<file path="src/rtl/div32_seq.sv">
// -----------------------------------------------------------------------------
// div32_seq
//   Multicycle restoring divider for MIPS DIV/DIVU. Quotient goes to LO and
//   remainder goes to HI. One quotient bit is produced per clock, and every
//   operation takes the same number of cycles whatever the operands are, so
//   the controller only has to stall while busy is high.
//
//   Timing: start is sampled at the edge ending cycle 0. busy is high in
//   cycles 1..WIDTH+1. done pulses in cycle WIDTH+2, and busy drops in that
//   same cycle.
//
// Ports
//   clk        system clock, rising edge
//   rst_n      synchronous active-low reset
//   start      request; only sampled while busy=0
//   is_signed  1 = DIV (two's complement), 0 = DIVU; captured with start
//   dividend   numerator; captured with start
//   divisor    denominator; captured with start
//   busy       operation in progress
//   done       single-cycle pulse: quotient/remainder/div_zero valid
//   quotient   result to LO (held until the next completion)
//   remainder  result to HI (held until the next completion)
//   div_zero   divisor was zero for the last completed operation
// -----------------------------------------------------------------------------
module div32_seq #(
  parameter int WIDTH = 32
) (
  input  logic             clk,
  input  logic             rst_n,
  input  logic             start,
  input  logic             is_signed,
  input  logic [WIDTH-1:0] dividend,
  input  logic [WIDTH-1:0] divisor,
  output logic             busy,
  output logic             done,
  output logic [WIDTH-1:0] quotient,
  output logic [WIDTH-1:0] remainder,
  output logic             div_zero
);

  localparam int CNT_W = $clog2(WIDTH) + 1;
  localparam logic [CNT_W-1:0] CNT_ONE  = CNT_W'(1);
  localparam logic [CNT_W-1:0] CNT_LAST = CNT_W'(WIDTH - 1);

  typedef enum logic [1:0] {
    IDLE = 2'd0,
    CALC = 2'd1,
    FIX  = 2'd2
  } state_t;

  state_t           state_reg, state_next;
  logic [CNT_W-1:0] cnt_reg, cnt_next;
  // Partial remainder. After every restore step it is strictly less than the
  // divisor magnitude, so its upper bit is always zero. Only WIDTH bits are
  // stored, and the extra bit exists only in the trial difference below.
  logic [WIDTH-1:0] rem_reg, rem_next;
  // Holds the dividend magnitude. It shifts out at the top while quotient
  // bits shift in at the bottom.
  logic [WIDTH-1:0] dq_reg, dq_next;
  logic [WIDTH-1:0] dvs_reg, dvs_next;
  logic [WIDTH-1:0] orig_reg, orig_next;
  logic             neg_q_reg, neg_q_next;
  logic             neg_r_reg, neg_r_next;
  logic             dz_reg, dz_next;
  logic [WIDTH-1:0] quotient_reg, quotient_next;
  logic [WIDTH-1:0] remainder_reg, remainder_next;
  logic             div_zero_reg, div_zero_next;
  logic             done_reg, done_next;

  logic             dvd_neg;
  logic             dvs_neg;
  logic [WIDTH:0]   shifted;
  logic [WIDTH:0]   diff;

  assign dvd_neg = is_signed & dividend[WIDTH-1];
  assign dvs_neg = is_signed & divisor[WIDTH-1];

  // Trial subtraction on WIDTH+1 bits. The MSB of diff is the borrow, and it
  // is set exactly when the shifted remainder is smaller than the divisor.
  assign shifted = {rem_reg, dq_reg[WIDTH-1]};
  assign diff    = shifted - {1'b0, dvs_reg};

  always_comb begin
    state_next     = state_reg;
    cnt_next       = cnt_reg;
    rem_next       = rem_reg;
    dq_next        = dq_reg;
    dvs_next       = dvs_reg;
    orig_next      = orig_reg;
    neg_q_next     = neg_q_reg;
    neg_r_next     = neg_r_reg;
    dz_next        = dz_reg;
    quotient_next  = quotient_reg;
    remainder_next = remainder_reg;
    div_zero_next  = div_zero_reg;
    done_next      = 1'b0;

    case (state_reg)
      IDLE: begin
        if (start) begin
          state_next = CALC;
          orig_next  = dividend;
          dz_next    = (divisor == '0);
          // The negation of the most negative value is the same bit pattern.
          // Read as unsigned, that pattern is already the correct magnitude.
          dq_next    = dvd_neg ? -dividend : dividend;
          dvs_next   = dvs_neg ? -divisor  : divisor;
          neg_q_next = dvd_neg ^ dvs_neg;
          neg_r_next = dvd_neg;
          rem_next   = '0;
          cnt_next   = '0;
        end
      end

      CALC: begin
        if (!diff[WIDTH]) begin
          rem_next = diff[WIDTH-1:0];
          dq_next  = {dq_reg[WIDTH-2:0], 1'b1};
        end else begin
          rem_next = shifted[WIDTH-1:0];
          dq_next  = {dq_reg[WIDTH-2:0], 1'b0};
        end
        cnt_next = cnt_reg + CNT_ONE;
        if (cnt_reg == CNT_LAST) begin
          state_next = FIX;
        end
      end

      FIX: begin
        if (dz_reg) begin
          quotient_next  = '1;
          remainder_next = orig_reg;
        end else begin
          quotient_next  = neg_q_reg ? -dq_reg  : dq_reg;
          remainder_next = neg_r_reg ? -rem_reg : rem_reg;
        end
        div_zero_next = dz_reg;
        done_next     = 1'b1;
        state_next    = IDLE;
      end

      default: begin
        state_next = IDLE;
      end
    endcase
  end

  always_ff @(posedge clk) begin
    if (!rst_n) begin
      state_reg     <= IDLE;
      cnt_reg       <= '0;
      rem_reg       <= '0;
      dq_reg        <= '0;
      dvs_reg       <= '0;
      orig_reg      <= '0;
      neg_q_reg     <= 1'b0;
      neg_r_reg     <= 1'b0;
      dz_reg        <= 1'b0;
      quotient_reg  <= '0;
      remainder_reg <= '0;
      div_zero_reg  <= 1'b0;
      done_reg      <= 1'b0;
    end else begin
      state_reg     <= state_next;
      cnt_reg       <= cnt_next;
      rem_reg       <= rem_next;
      dq_reg        <= dq_next;
      dvs_reg       <= dvs_next;
      orig_reg      <= orig_next;
      neg_q_reg     <= neg_q_next;
      neg_r_reg     <= neg_r_next;
      dz_reg        <= dz_next;
      quotient_reg  <= quotient_next;
      remainder_reg <= remainder_next;
      div_zero_reg  <= div_zero_next;
      done_reg      <= done_next;
    end
  end

  // busy is decoded from the state. It falls in the cycle where the
  // registered done pulse appears, because FIX always returns to IDLE.
  assign busy      = (state_reg != IDLE);
  assign done      = done_reg;
  assign quotient  = quotient_reg;
  assign remainder = remainder_reg;
  assign div_zero  = div_zero_reg;

endmodule

</file>
<file path="config.mk">
export PLATFORM = sky130hd
export DESIGN_NAME = div32_seq
export DESIGN_NICKNAME = d
export VERILOG_FILES = /design/src/rtl/div32_seq.sv
export SDC_FILE = /design/constraint.sdc
export NUM_CORES = 1
export LEC_CHECK = 0
export CORE_MARGIN = 3
export CORE_UTILIZATION = 43
export DETAILED_ROUTE_END_ITERATION = 16
export PLACE_DENSITY = 0.66
export SETUP_SLACK_MARGIN = 0.2
export SLEW_MARGIN = 5
export SYNTH_ARGS = -nofsm -noshare
export SYNTH_HDL_FRONTEND = slang
export SYNTH_SLANG_ARGS = --single-unit
</file>
<file path="constraint.sdc">
create_clock -name clk -period 3.98 [get_ports clk]
set_input_delay 0.796 -clock clk [delete_from_list [all_inputs] [get_ports clk]]
set_output_delay 0.796 -clock clk [all_outputs]
set_load 0.03 [all_outputs]
</file>
==> impl_metrics.py, run 1 <==
metrics = {
    "worst_setup_path": {
        "arrival_ps": 3920,
        "crit_fanout": 15,
        "path_class": "flop to flop",
        "critPathCaptureType": "flop",
        "r2r_end": "rem_reg[17]",
        "crit_required_ps": 4360,
        "r2r_slack_ps": 440,
        "timing.rr.start": "dq_reg[31]",
        "cp-start-kind": "flop",
        "worstRegToRegCells": 14,
    },
    "timing": {
        "final_max_slew_viol_count": 0,
        "max_freq_mhz": 283,
        "max-slew-margin-rel": 0.161,
        "hold_violations": 0,
        "fin_crit_ps": 3540,
        "holdWs_ps": 450,
        "fin_worst_skew_ps": 12.5,
        "rsz0062_at_grt": "no",
        "post-route-period-util": 0.889,
        "setup_violations": 0,
        "tns_ps": 0,
        "worstMarginPinSlew_ps": 1260,
    },
    "yosys": {
        "synth_compound_area_frac": 0.268,
        "synth_top_area_frac": 0.338,
        "netlist_area_sq_um": 12100,
        "synth-simple-area-share": 0.202,
        "synth_flop_cell": "dfxtp_1",
        "ys_seq_area_frac": 0.338,
        "synth_xor_xnor_area_share": 0.0974,
        "synth_adder_area_share": 0.0398,
        "syn_area_per_cell_sq_um": 7.53,
        "muxShareOfSynthArea": 0.00588,
        "yosys_warnings": 0,
        "synth-seq-cells": 205,
        "synth_edf_count": 0,
        "ys_types": 62,
        "async_reset_ff_frac": 0,
        "synth_area_leader_cell": "dfxtp_1",
        "syn-num-nets": 1717,
        "synth_top_family_by_area": "compound AO/OA/AOI/OAI gates",
        "synthCells": 1611,
        "ys_top_cells_by_area": "dfxtp_1 34%, nand2_1 9.0%, a21oi_1 7.5%, xor2_1 6.3%, o21ai_0 5.1%",
    },
    "clock_network": {
        "clk_pin_slew_worst_paths_ps": 60,
        "htreeDepth": 1,
        "clock_latency_ps": 520,
        "cts.sinks": 205,
        "hold_buffers": 0,
        "root_buffer": "clkbuf_16",
        "cts_tree": "yes",
        "cts_buffer_depth": 3,
        "cts_buffers": 24,
    },
    "cells_and_area": {
        "fin_nets": 1813,
        "mostFrequentLayoutCells": "292 x nand2_1, 204 x dfxtp_1, 181 x a21oi_1",
        "area_growth_pct": 21.4,
        "nFillCells": 2691,
        "antenna_cells": 0,
        "layout_commonest_cell": "nand2_1",
        "utilization": 0.539,
        "drive_gt1_frac": 0.0638,
        "finalNonFillerCells": 2097,
    },
    "min_path": {
        "hold_path_startpoint": "orig_reg[31]",
        "hold_path.class": "flop to flop",
        "min_to": "orig_reg[31]",
        "hold_path_depth": 2,
    },
    "global_route": {
        "grt_pass1_vias": 11100,
        "overflow": 0,
        "grt-busiest-layer": "met2",
        "grt_max_degree": 141,
        "grtUsageMet2": 0.377,
        "grtUsageMet1": 0.298,
        "grt_pass1_wl_mm": 56.9,
        "track_usage": 0.224,
        "grt_use_met3": 0.0367,
        "antenna_found_initial": 0,
    },
    "placed_design": {
        "placedCellCount": 2051,
        "gp_congestion": 0.916,
        "io_buffers": 134,
        "place.detailed.hpwl_mm": 26.5,
    },
    "drt": {
        "firstDrtPassIters": 5,
        "via_per_inst": 5.63,
        "vias": 11800,
        "drc": 0,
        "drt_wl_total_mm": 35.6,
        "ant_nets": 0,
        "wire_per_inst_um": 17.0,
        "drtIter0Drc": 818,
    },
    "die": {
        "die_area_sq_um": 30300,
        "core_region_area_sq_um": 27300,
        "initial_core_util": 0.444,
        "fp.dieW_um": 174,
        "rows": 60,
        "die_h_um": 174,
        "ios": 135,
    },
    "pwr": {
        "p_leak_uw": 0.00548,
        "power_density_nw_per_um2": 364,
        "total_power_uw": 5360,
        "ir_worst_vdd_mv": 0.304,
    },
    "flow_run": {
        "maxCapViolCount": 0,
    },
    "status": {
        "outcome": "finished clean",
    },
}
-- metrics by stage --
step / setup WS [ps] / cell area (sq um)
2_1_floorplan: 282 / 12100
3_3_place_gp: 390 / 13900
3_5_place_dp: 290 / 13900
4_1_cts: 267 / 14700
5_1_grt: 117 / 14700
6_report: 441 / 14700
-- report_power, final --
| part | total, uW | switching [uW] | internal [uW] |
|---|---|---|---|
| Combinational | 952 | 570 | 382 |
| Clock | 2190 | 894 | 1290 |
| Sequential | 2220 | 85.9 | 2140 |
-- worst max path at each step --
stage	from	to	slack (ps)	depth (start not counted)
floorplan	dq_reg[31]	rem_reg[0]	280	14
CTS	dq_reg[31]	rem_reg[17]	270	15
detailed placement	dq_reg[31]	rem_reg[17]	290	15
global placement	dq_reg[31]	rem_reg[2]	390	14
finish	dq_reg[31]	rem_reg[17]	440	14
global route	dq_reg[31]	rem_reg[17]	120	15
-- kinds of logic (layout without fill, tap and decap cells) --
| logic type | after synthesis | in the layout |
|---|---|---|
| DFF | 205 | 205 |
| muxes | 7 | 7 |
| buffers and inverters | 156 | 270 |
| xor gates and xnor gates | 135 | 135 |
| AOI/OAI and AO/OA | 525 | 525 |
| adders and majority gates | 38 | 38 |
| and+or+nand+nor | 545 | 545 |
-- cells in the mapped netlist (all sizes together) (12+ instances only) --
master	number
xnor2	48
or3	13
a21o	21
o211ai	53
ha	37
nand3	16
nor2b	12
nand2b	18
o41ai	16
buf	13
inv	50
nor2	95
clkbuf	92
o31ai	29
o21ai	123
or4	13
a211oi	26
a22oi	29
nor3	24
nand2	292
dfxtp	205
xor2	87
a21oi	181
nor4	16
-- per-layer routing --
metal / vias to the layer above / part of all wire
li1: 5902 / -
met1: 5501 / 0.46
met2: 336 / 0.47
met4: 0 / 0.025
met3: 62 / 0.054
met5: - / 0
-- layout make-up --
type                            count  area [sq um]  area share
Timing Repair Buffer              175          1680       0.114
Inverter                           51           194      0.0132
Clock buffer                       31           688      0.0467
Tap cell                          372           465      0.0316
Sequential cell                   205          4110       0.279
Clock inverter                     13           113     0.00764
Multi-Input combinational cell   1250          7490       0.508
-- worst max-delay path, stage by stage, from the launching register on --
cell and delay, ps:
dfxtp_1 320, inv_1 40, ha_1 210, fa_1 390
nand2b_1 200, a2111oi_1 350, buf_4 190, o31ai_1 90
a21boi_1 270, a311oi_2 180, nor4_2 220, mux2i_2 360
or2_2 220, buf_4 220, o211ai_1 120
-- repair_timing --
action | in CTS | in global routing
setup buffers | 0 | 2
resized for setup | 0 | 5
setup endpoints to repair | 0 | 33
Note: power is estimated with default switching activity, not from simulation.
==> run 2, diff against run 1 <==
--- a/config.mk
+++ b/config.mk
@@ -5,6 +5,7 @@
 export SDC_FILE = /design/constraint.sdc
 export NUM_CORES = 1
 export LEC_CHECK = 0
+export CAP_MARGIN = 5
 export CORE_MARGIN = 3
 export CORE_UTILIZATION = 43
 export DETAILED_ROUTE_END_ITERATION = 16
==> results of run 2 <==
The final DEF is identical to that of run 1; final timing and power are the same.
==> run 3, diff against run 2 <==
--- a/config.mk
+++ b/config.mk
@@ -6,7 +6,7 @@
 export NUM_CORES = 1
 export LEC_CHECK = 0
 export CAP_MARGIN = 5
-export CORE_MARGIN = 3
+export CORE_MARGIN = 5
 export CORE_UTILIZATION = 43
 export DETAILED_ROUTE_END_ITERATION = 16
 export PLACE_DENSITY = 0.66
==> impl_metrics.py, run 3 (same netlist as run 1, synthesis figures left out) <==
metrics = {
    "die": {
        "core_region_area_sq_um": 27900,
        "ios": 135,
        "fp.dieW_um": 178,
        "die_h_um": 178,
        "initial_core_util": 0.436,
        "die_area_sq_um": 31700,
        "rows": 61,
    },
    "worst_setup_path": {
        "critPathCaptureType": "flop",
        "cp-start-kind": "flop",
        "path_class": "flop to flop",
        "crit_required_ps": 4400,
        "arrival_ps": 3930,
        "crit_fanout": 4,
    },
    "timing": {
        "max_freq_mhz": 285,
        "final_max_slew_viol_count": 0,
        "hold_violations": 0,
        "fin_worst_skew_ps": 24.5,
        "setup_violations": 0,
        "post-route-period-util": 0.881,
        "setup_slack_ps": 473,
        "fin_crit_ps": 3510,
        "worstMarginPinSlew_ps": 1230,
        "rsz0062_at_grt": "no",
        "max-slew-margin-rel": 0.176,
    },
    "pwr": {
        "power_density_nw_per_um2": 374,
        "p_leak_uw": 0.00547,
        "ir_worst_vdd_mv": 0.293,
    },
    "placed_design": {
        "io_buffers": 134,
        "gp_congestion": 0.897,
        "placedCellCount": 2051,
        "detailedPlace.worstSlack_ps": -187,
        "place.detailed.hpwl_mm": 26.5,
        "dpl_cell_area_sq_um": 13900,
    },
    "global_route": {
        "antenna_found_initial": 0,
        "grt_max_degree": 141,
        "grt_pass1_vias": 11000,
        "track_usage": 0.218,
        "overflow": 0,
        "grt_pass1_wl_mm": 57.0,
    },
    "cells_and_area": {
        "area_growth_pct": 21.7,
        "drive_gt1_frac": 0.0583,
        "nFillCells": 2687,
        "final_cell_area_sq_um": 14800,
        "layout_commonest_cell": "nand2_1",
        "fin_nets": 1807,
        "mostFrequentLayoutCells": "292 x nand2_1, 204 x dfxtp_1, 181 x a21oi_1",
        "finalNonFillerCells": 2094,
        "antenna_cells": 0,
    },
    "clock_network": {
        "cts_buffer_depth": 3,
        "cts.sinks": 205,
        "root_buffer": "clkbuf_16",
        "clk_pin_slew_worst_paths_ps": 60,
        "htreeDepth": 1,
        "clock_latency_ps": 530,
        "cts_tree": "yes",
        "cts_buffers": 25,
    },
    "drt": {
        "drtIter0Drc": 829,
        "firstDrtPassIters": 7,
        "ant_nets": 0,
        "via_per_inst": 5.66,
        "vias": 11900,
        "drc": 0,
        "wire_per_inst_um": 17.1,
        "drt_wl_total_mm": 35.8,
    },
    "flow_run": {
        "maxCapViolCount": 0,
    },
    "status": {
        "outcome": "finished clean",
    },
    "min_path": {
        "hold_path.class": "flop to flop",
    },
}
[run 3: layout make-up]
cell class	count	area [sq um]	share of cell area
multi-input cells	1250	7500	0.508
flip-flops and latches	205	4110	0.278
repair buffers	168	1650	0.112
clock buffers	31	678	0.0459
well taps	378	473	0.0320
inverters	51	194	0.0131
clock inverters	11	165	0.0112
[run 3: power breakdown]
group | internal [uW] | switching (uW)
sequential | 2140 | 84.1
clock | 1460 | 888
combinational | 383 | 573
[run 3: final timing paths]
kind / from / endpoint / slack [ps] / depth (start not counted)
worst max register to register: dvs_reg[3] / rem_reg[30] / 470 / 11
worst min register to register: orig_reg[22] / orig_reg[22] / 450 / 2
worst max-delay path: dvs_reg[3] / rem_reg[30] / 470 / 11
worst min-delay path: orig_reg[22] / orig_reg[22] / 450 / 2
[run 3: stage by stage]
step                hold slack (ps)  setup TNS [ps]  total power [uW]  utilization
global placement                443               0              3190        0.499
finish                          451               0              5520        0.530
detailed placement              444           -2380              3200        0.499
floorplan                       431               0              2890            -
CTS                             452               0              5540        0.529
global route                    471               0              5760        0.530
[run 3: critical path, cell delays in order (launching register included)]
cell,delay (ps)
dfxtp_1,330
inv_1,40
ha_1,310
o21ai_0,390
a2111oi_4,120
o31ai_1,430
a21boi_1,180
a311oi_1,500
nor3_1,170
o41ai_1,520
xnor2_1,150
a31o_2,260
[run 3: routing by layer]
layer,wire length [um],global-route usage,up-vias,part of all wire
met4,890,0.0577,0,0.025
met1,16100,0.299,5569,0.45
met5,0,0,-,0
met3,2190,0.0278,62,0.061
met2,16600,0.364,334,0.46
li1,-,-,5892,-
[run 3: timing repair]
item,in CTS,in global routing
hold endpoints to repair,0,0
pin swaps,0,2
endpoints found under the setup margin,33,33
buffers inserted,0,1
gates resized for setup,3,2
hold buffers,0,0
